**src/rtl/opfetch_pkg.sv**
```systemverilog
// Shared types and sizes for the operand-fetch stage.
// Optional feature macro: OPFETCH_BYPASS_EN (writeback forwarding).
package opfetch_pkg;

    localparam int DATA_W    = 16;
    localparam int REG_IDX_W = 5;
    localparam int REG_COUNT = 32;
    localparam int OPC_W     = 7;

    typedef enum logic {
        ST_RUN,
        ST_STALL
    } state_e;

    typedef struct packed {
        logic                 fmt;
        logic                 branch;
        logic [OPC_W-1:0]     opcode;
        logic [REG_IDX_W-1:0] prim;
        logic [DATA_W-1:0]    sec;
    } instr_t;

endpackage

```
**src/rtl/operand_fetch_if.sv**
```systemverilog
// Parser-side, writeback and issue-side signals of the operand-fetch stage.
// Optional feature macro: OPFETCH_BYPASS_EN (no signals depend on it).
interface operand_fetch_if;
    import opfetch_pkg::*;

    logic                 enable_i;
    logic                 instructionFormat_i;
    logic                 isBranch_i;
    logic [OPC_W-1:0]     opcode_i;
    logic [REG_IDX_W-1:0] primOperand_i;
    logic [DATA_W-1:0]    secOperand_i;
    logic                 wbEnable_i;
    logic [REG_IDX_W-1:0] wbReg_i;
    logic [DATA_W-1:0]    wbData_i;

    logic                 stall_o;
    logic                 enable_o;
    logic                 instructionFormat_o;
    logic                 isBranch_o;
    logic [OPC_W-1:0]     opcode_o;
    logic [REG_IDX_W-1:0] primReg_o;
    logic [DATA_W-1:0]    primValue_o;
    logic [DATA_W-1:0]    secValue_o;

    modport master (
        output enable_i, instructionFormat_i, isBranch_i, opcode_i,
        output primOperand_i, secOperand_i,
        output wbEnable_i, wbReg_i, wbData_i,
        input  stall_o, enable_o, instructionFormat_o, isBranch_o,
        input  opcode_o, primReg_o, primValue_o, secValue_o
    );

    modport slave (
        input  enable_i, instructionFormat_i, isBranch_i, opcode_i,
        input  primOperand_i, secOperand_i,
        input  wbEnable_i, wbReg_i, wbData_i,
        output stall_o, enable_o, instructionFormat_o, isBranch_o,
        output opcode_o, primReg_o, primValue_o, secValue_o
    );

endinterface

```
**src/rtl/opfetch_regfile.sv**
```systemverilog
// 32 x 16 register file: one synchronous write port, two async reads.
// OPFETCH_BYPASS_EN forwards the write data to same-cycle reads.
module opfetch_regfile
    import opfetch_pkg::*;
(
    input  logic                 clk,
    input  logic                 rst_n,
    input  logic                 we,
    input  logic [REG_IDX_W-1:0] waddr,
    input  logic [DATA_W-1:0]    wdata,
    input  logic [REG_IDX_W-1:0] raddr_a,
    output logic [DATA_W-1:0]    rdata_a,
    input  logic [REG_IDX_W-1:0] raddr_b,
    output logic [DATA_W-1:0]    rdata_b
);

    logic [DATA_W-1:0] mem_q [REG_COUNT];
    logic [DATA_W-1:0] mem_d [REG_COUNT];

    always_comb begin
        mem_d = mem_q;
        if (we) begin
            mem_d[waddr] = wdata;
        end
    end

    always_ff @(posedge clk) begin
        if (!rst_n) begin
            for (int i = 0; i < REG_COUNT; i++) begin
                mem_q[i] <= '0;
            end
        end else begin
            mem_q <= mem_d;
        end
    end

`ifdef OPFETCH_BYPASS_EN
    assign rdata_a = (we && waddr == raddr_a) ? wdata : mem_q[raddr_a];
    assign rdata_b = (we && waddr == raddr_b) ? wdata : mem_q[raddr_b];
`else
    assign rdata_a = mem_q[raddr_a];
    assign rdata_b = mem_q[raddr_b];
`endif

endmodule

```
**src/rtl/operand_fetch.sv**
```systemverilog
// Operand fetch: register read, busy scoreboard and RAW stall control.
// OPFETCH_BYPASS_EN makes a writeback clear its hazard in the same cycle.
module operand_fetch
    import opfetch_pkg::*;
(
    input  logic            clock_i,
    input  logic            reset_i,
    operand_fetch_if.slave  bus
);

    state_e               state_q, state_d;
    instr_t               hold_q, hold_d;
    logic [REG_COUNT-1:0] busy_q, busy_d;
    logic                 stall_q, stall_d;
    logic                 en_q, en_d;
    logic                 fmt_q, fmt_d;
    logic                 br_q, br_d;
    logic [OPC_W-1:0]     opc_q, opc_d;
    logic [REG_IDX_W-1:0] prim_q, prim_d;
    logic [DATA_W-1:0]    pval_q, pval_d;
    logic [DATA_W-1:0]    sval_q, sval_d;

    instr_t               in_instr, cand;
    logic                 cand_vld, hazard, issue;
    logic [REG_COUNT-1:0] wb_clr, busy_vis;
    logic [DATA_W-1:0]    rdata_a, rdata_b;

    opfetch_regfile u_rf (
        .clk     (clock_i),
        .rst_n   (reset_i),
        .we      (bus.wbEnable_i),
        .waddr   (bus.wbReg_i),
        .wdata   (bus.wbData_i),
        .raddr_a (cand.prim),
        .rdata_a (rdata_a),
        .raddr_b (cand.sec[REG_IDX_W-1:0]),
        .rdata_b (rdata_b)
    );

    always_comb begin
        in_instr = '{fmt:    bus.instructionFormat_i,
                     branch: bus.isBranch_i,
                     opcode: bus.opcode_i,
                     prim:   bus.primOperand_i,
                     sec:    bus.secOperand_i};
        cand     = (state_q == ST_STALL) ? hold_q : in_instr;
        cand_vld = (state_q == ST_STALL) || bus.enable_i;
        wb_clr   = '0;
        if (bus.wbEnable_i) begin
            wb_clr[bus.wbReg_i] = 1'b1;
        end
`ifdef OPFETCH_BYPASS_EN
        busy_vis = busy_q & ~wb_clr;
`else
        busy_vis = busy_q;
`endif
        hazard = busy_vis[cand.prim] ||
                 (!cand.fmt && busy_vis[cand.sec[REG_IDX_W-1:0]]);
        issue  = cand_vld && !hazard;
    end

    always_comb begin
        state_d = state_q;
        hold_d  = hold_q;
        en_d    = 1'b0;
        fmt_d   = fmt_q;
        br_d    = br_q;
        opc_d   = opc_q;
        prim_d  = prim_q;
        pval_d  = pval_q;
        sval_d  = sval_q;

        unique case (state_q)
            ST_RUN: begin
                if (cand_vld && hazard) begin
                    hold_d  = cand;
                    state_d = ST_STALL;
                end
            end
            ST_STALL: begin
                if (issue) begin
                    state_d = ST_RUN;
                end
            end
            default: state_d = ST_RUN;
        endcase
        stall_d = (state_d == ST_STALL);

        if (issue) begin
            en_d   = 1'b1;
            fmt_d  = cand.fmt;
            br_d   = cand.branch;
            opc_d  = cand.opcode;
            prim_d = cand.prim;
            pval_d = rdata_a;
            sval_d = cand.fmt ? cand.sec : rdata_b;
        end

        // A same-cycle issue to the written register keeps it busy
        busy_d = busy_q & ~wb_clr;
        if (issue && !cand.branch) begin
            busy_d[cand.prim] = 1'b1;
        end
    end

    always_ff @(posedge clock_i) begin
        if (!reset_i) begin
            state_q <= ST_RUN;
            hold_q  <= '0;
            busy_q  <= '0;
            stall_q <= 1'b0;
            en_q    <= 1'b0;
            fmt_q   <= 1'b0;
            br_q    <= 1'b0;
            opc_q   <= '0;
            prim_q  <= '0;
            pval_q  <= '0;
            sval_q  <= '0;
        end else begin
            state_q <= state_d;
            hold_q  <= hold_d;
            busy_q  <= busy_d;
            stall_q <= stall_d;
            en_q    <= en_d;
            fmt_q   <= fmt_d;
            br_q    <= br_d;
            opc_q   <= opc_d;
            prim_q  <= prim_d;
            pval_q  <= pval_d;
            sval_q  <= sval_d;
        end
    end

    assign bus.stall_o             = stall_q;
    assign bus.enable_o            = en_q;
    assign bus.instructionFormat_o = fmt_q;
    assign bus.isBranch_o          = br_q;
    assign bus.opcode_o            = opc_q;
    assign bus.primReg_o           = prim_q;
    assign bus.primValue_o         = pval_q;
    assign bus.secValue_o          = sval_q;

endmodule

```
**src/flat_wrapper.sv**
```systemverilog
// flat-port wrapper written by rule: the top's interface ports become plain ports
module operand_fetch_flat import opfetch_pkg::*;
  (clock_i, reset_i, bus_enable_i, bus_instructionFormat_i, bus_isBranch_i, bus_opcode_i, bus_primOperand_i, bus_secOperand_i, bus_wbEnable_i, bus_wbReg_i, bus_wbData_i, bus_stall_o, bus_enable_o, bus_instructionFormat_o, bus_isBranch_o, bus_opcode_o, bus_primReg_o, bus_primValue_o, bus_secValue_o);
  operand_fetch_if bus_i ();
  input  logic clock_i;
  input  logic reset_i;
  input wire logic [$bits(bus_i.enable_i)-1:0] bus_enable_i;
  input wire logic [$bits(bus_i.instructionFormat_i)-1:0] bus_instructionFormat_i;
  input wire logic [$bits(bus_i.isBranch_i)-1:0] bus_isBranch_i;
  input wire logic [$bits(bus_i.opcode_i)-1:0] bus_opcode_i;
  input wire logic [$bits(bus_i.primOperand_i)-1:0] bus_primOperand_i;
  input wire logic [$bits(bus_i.secOperand_i)-1:0] bus_secOperand_i;
  input wire logic [$bits(bus_i.wbEnable_i)-1:0] bus_wbEnable_i;
  input wire logic [$bits(bus_i.wbReg_i)-1:0] bus_wbReg_i;
  input wire logic [$bits(bus_i.wbData_i)-1:0] bus_wbData_i;
  output wire logic [$bits(bus_i.stall_o)-1:0] bus_stall_o;
  output wire logic [$bits(bus_i.enable_o)-1:0] bus_enable_o;
  output wire logic [$bits(bus_i.instructionFormat_o)-1:0] bus_instructionFormat_o;
  output wire logic [$bits(bus_i.isBranch_o)-1:0] bus_isBranch_o;
  output wire logic [$bits(bus_i.opcode_o)-1:0] bus_opcode_o;
  output wire logic [$bits(bus_i.primReg_o)-1:0] bus_primReg_o;
  output wire logic [$bits(bus_i.primValue_o)-1:0] bus_primValue_o;
  output wire logic [$bits(bus_i.secValue_o)-1:0] bus_secValue_o;
  assign bus_i.enable_i = bus_enable_i;
  assign bus_i.instructionFormat_i = bus_instructionFormat_i;
  assign bus_i.isBranch_i = bus_isBranch_i;
  assign bus_i.opcode_i = bus_opcode_i;
  assign bus_i.primOperand_i = bus_primOperand_i;
  assign bus_i.secOperand_i = bus_secOperand_i;
  assign bus_i.wbEnable_i = bus_wbEnable_i;
  assign bus_i.wbReg_i = bus_wbReg_i;
  assign bus_i.wbData_i = bus_wbData_i;
  assign bus_stall_o = bus_i.stall_o;
  assign bus_enable_o = bus_i.enable_o;
  assign bus_instructionFormat_o = bus_i.instructionFormat_o;
  assign bus_isBranch_o = bus_i.isBranch_o;
  assign bus_opcode_o = bus_i.opcode_o;
  assign bus_primReg_o = bus_i.primReg_o;
  assign bus_primValue_o = bus_i.primValue_o;
  assign bus_secValue_o = bus_i.secValue_o;
  operand_fetch u_core (.clock_i(clock_i), .reset_i(reset_i), .bus(bus_i));
endmodule
```
**config.mk**
```make
export PLATFORM = sky130hd
export DESIGN_NAME = operand_fetch_flat
export DESIGN_NICKNAME = d
export VERILOG_FILES = /design/src/rtl/opfetch_pkg.sv /design/src/rtl/operand_fetch_if.sv /design/src/rtl/opfetch_regfile.sv /design/src/rtl/operand_fetch.sv /design/src/flat_wrapper.sv
export SDC_FILE = /design/constraint.sdc
export NUM_CORES = 2
export LEC_CHECK = 0
export CAP_MARGIN = 10
export CORE_MARGIN = 3
export CORE_UTILIZATION = 45
export CTS_BUF_LIST = sky130_fd_sc_hd__clkbuf_4
export CTS_CLUSTER_DIAMETER = 100
export CTS_CLUSTER_SIZE = 24
export DETAILED_ROUTE_END_ITERATION = 10
export HOLD_SLACK_MARGIN = 0.05
export PLACE_DENSITY = 0.66
export SYNTH_ARGS = -nofsm -noshare
export SYNTH_HDL_FRONTEND = slang
export SYNTH_SLANG_ARGS = --single-unit
```
**constraint.sdc**
```tcl
create_clock -name clock_i -period 3.25 [get_ports clock_i]
set_clock_uncertainty 0.2 [all_clocks]
set_input_delay 0.975 -clock clock_i [delete_from_list [all_inputs] [get_ports clock_i]]
set_output_delay 0.975 -clock clock_i [all_outputs]
set_load 0.02 [all_outputs]
```
==> metrics.cfg <==
[worst_setup_path]
setup.worst_path.start_class=flop
critical-path-slowest-cell=mux4_2
cp_max_fo=14
critPathArrivalTime_ps=3990
crit_path_cell_trace=buf_12 > mux2i_4 > buf_12 > buf_12 > buf_12 > mux4_2 > mux2i_1 > o22ai_2 > a311oi_4 > a211oi_1
criticalPathCategory=reg2reg
setup.worst_path.end_class=flop
critical_path_required_ps=3950
path_common_cell=buf_12
cp_slowest_stage_delay_ps=550

[clock_tree]
hold_buffers=0
clk-insertion-delay-late_ps=1030
clockRootBuffer=clkbuf_4
clock_path_buffers=3
tritoncts_clock_tree=yes
cts_made_buffers=30
clock_sinks=622
ctsHtreeMaxLevel=1
clk_transition_reported_paths_ps=280

[sta]
setup_slack_ps=-38.1
layout_worst_path_cycle_share=1.01
drv_slew=0
finalSetupViolCount=2
finalCriticalPeriod_ps=3290
max_freq_ghz=0.304
final_hold_vios=0
final.setup.tns_ps=-56.4
worstMarginPinSlew_ps=715
timing.max_slew.rel_slack=0.520
setup_repair_after_global_routing_missed_its_margin=yes

[routing]
drc=0
drt-initial-drc-count=4873
wl_mm=127
drtPass1Iterations=8
ant_nets=0
detail_route.vias_per_cell=6.43
vias=29500
wl_per_cell_um=27.6

[die]
dieArea_um2=72100
dieWidth_um=269
core.rowCount=95
core_area_um2=67800
die_y_um=269
starting_density_of_the_core=0.458
ioPinCount=103

[synth]
postSynthAreaPerCell_um2=8.83
post_synth_instance_area_um2=31000
postSynthRegisterBits=622
seq_area_frac_synth=0.401
ys.warnings.count=0
postSynth.topFlopCell=dfxtp_1
synthDistinctLibCells=61
synth_cells=3513
synth_enable_flop_cells=0
postSynth.asyncResetShare=0
syn_nets=3568

[global_routing]
grt_pass1_vias=26900
grt_resource_usage_total=0.343
grt_first_pass_wirelength_mm=182
global_route.usage.met3=0.0768
grt_busiest_layer=met2
grt_start_max_net_pins=79
overflow=0
gr-usage-met1=0.459
initial_antenna_violation_count=6
gr-usage-met2=0.516

[placement]
globalplace.congestion=1.08
hpwl_mm=88.3
numPortBuffers=102

[final_layout]
fin_nets=3760
layout.filler_cells=6203
drive_gt1_frac=0.197
area_growth_syn_to_layout_pct=16.5

[status]
status=finished with violations
violations=setup timing

[min_path]
min-delay-path-class=in2reg

[power_and_ir_drop]
power_per_cell_area_nw_per_um2=359
ir_drop_mv=0.221
power.static_leakage_nw=11.9
total_power_mw=13.0

[run]
drv.max_cap_violation_count=0

[state kept, by name, indices dropped and copies added, names as in the netlist, named ones only]
signal                          cells
u_core.bus.enable_o                 1
u_core.bus.instructionFormat_o      1
u_core.bus.isBranch_o               1
u_core.bus.opcode_o                 7
u_core.bus.primReg_o                5
u_core.bus.primValue_o             16
u_core.bus.secValue_o              16
u_core.busy_q                      32
u_core.hold_q                      30
u_core.u_rf.mem_q                 512
[where the power goes]
group / leakage (nW) / switching (mW) / internal, mW / total (mW)
Combinational: 6.71 / 1.29 / 0.864 / 2.16
Clock: 0.168 / 2.47 / 0.485 / 2.96
Sequential: 5.03 / 0.0899 / 7.76 / 7.85
[stage by stage]
stage / instances / setup slack [ps] / hold slack, ps / utilization / cell area [um^2]
after global placement: 4535 / -1000 / 243 / 0.525 / 35600
final: 4587 / -38.1 / 174 / 0.533 / 36100
after CTS: 4572 / 1.00 / 164 / 0.529 / 35900
after detailed placement: 4535 / -982 / 251 / 0.525 / 35600
after floorplan: 3513 / 6.75 / 234 / - / 31100
after global routing: 4583 / -11.9 / 202 / 0.533 / 36100
[final timing paths]
| check | from | to | slack [ps] | cells after the start |
|---|---|---|---|---|
| setup / recovery | flop | u_core.bus.secValue_o[6] | -40 | 10 |
| hold / removal | reset_i | u_core.hold_q[28] | 170 | 3 |
| setup reg to reg | flop | u_core.bus.secValue_o[6] | -40 | 10 |
| hold reg to reg | u_core.hold_q[14] | u_core.hold_q[14] | 280 | 2 |
[layout by cell type (no fill, tap or decap), types with 6 or more instances in the layout]
| cell | Yosys | layout |
|---|---|---|
| a211oi_1 | 36 | 35 |
| a211oi_2 | 5 | 6 |
| a21oi_1 | 520 | 519 |
| a221oi_1 | 11 | 10 |
| a22o_1 | 11 | 11 |
| a22oi_1 | 50 | 50 |
| a311oi_1 | 15 | 11 |
| a31oi_1 | 49 | 47 |
| and3_1 | 19 | 19 |
| and3b_1 | 7 | 7 |
| and4_1 | 7 | 6 |
| buf_12 | 0 | 79 |
| buf_4 | 6 | 288 |
| clkbuf_4 | 0 | 33 |
| clkdlybuf4s50_1 | 0 | 78 |
| dfxtp_1 | 622 | 621 |
| dlygate4sd2_1 | 0 | 16 |
| dlymetal6s2s_1 | 0 | 6 |
| mux2_2 | 10 | 9 |
| mux2i_1 | 93 | 87 |
| mux4_2 | 258 | 258 |
| nand2_1 | 1211 | 1211 |
| nand2b_1 | 7 | 7 |
| nand3_1 | 59 | 57 |
| nor2_1 | 61 | 61 |
| nor3_1 | 7 | 6 |
| nor3b_1 | 9 | 9 |
| o21ai_0 | 26 | 25 |
| o21ai_1 | 5 | 6 |
| o22ai_1 | 10 | 8 |
| o31ai_1 | 33 | 28 |
[cell families (layout without fill, tap and decap cells)]
logic type,count (synthesis),after routing,synth area share
AND/OR/NAND/NOR,1413,1413,0.182
buffers and inverters,318,514,0.0441
AO/OA/AOI/OAI,796,796,0.150
flip-flops,622,622,0.401
other,0,5,0
multiplexers,364,364,0.222
[cell usage after synthesis, types with 5 or more instances]
library cell	instances	area, um^2
mux2_2	10	113
mux4_2	258	5810
o21ai_0	26	130
and3_1	19	119
clkbuf_1	237	890
a311oi_1	15	131
a22oi_1	50	375
buf_2	54	270
a211oi_1	36	270
buf_6	11	124
nor3_1	7	35.0
buf_1	7	26.3
o21ai_1	5	25.0
mux2i_1	93	931
nand2_1	1211	4550
nor3b_1	9	67.6
and3b_1	7	61.3
nand3_1	59	295
and4_1	7	61.3
nor2_1	61	229
a21oi_1	520	2600
buf_4	6	45.0
a221oi_1	11	96.3
nand2b_1	7	43.8
dfxtp_1	622	12500
a31oi_1	49	307
o31ai_1	33	248
a22o_1	11	96.3
o22ai_1	10	62.6
a211oi_2	5	62.6
or2_2	5	31.3
[area by class of cell]
cell class              count  area, um^2  share of cell area
clock inverters             3        31.3            0.000866
inverters                   3        18.8            0.000519
well taps                 873        1090              0.0302
repair buffers            475        4870               0.135
diodes                      5        12.5            0.000346
multi-input cells        2573       17400               0.482
clock buffers              33         248             0.00686
flip-flops and latches    622       12500               0.345
[critical path, delay by kind of cell (launching register included)]
family | cells | cell delay, ps
muxes | 3 | 1050
buffers and inverters | 4 | 710
AOI/OAI and AO/OA | 3 | 700
DFF | 1 | 430
[per-layer routing]
metal	vias up	share of wire
met2	2004	0.43
met1	14300	0.38
met3	374	0.12
met5	-	0.00076
met4	4	0.068
li1	12800	-
[repair_timing]
| action | 4_1_cts | 5_1_grt |
|---|---|---|
| hold endpoints to repair | 0 | 0 |
| pin swaps | 0 | 6 |
| endpoints found under the setup margin | 21 | 106 |
| gates resized for setup | 24 | 32 |
| cloned | 0 | 2 |
| setup buffers | 1 | 8 |
(Power assumes the default switching activity.)
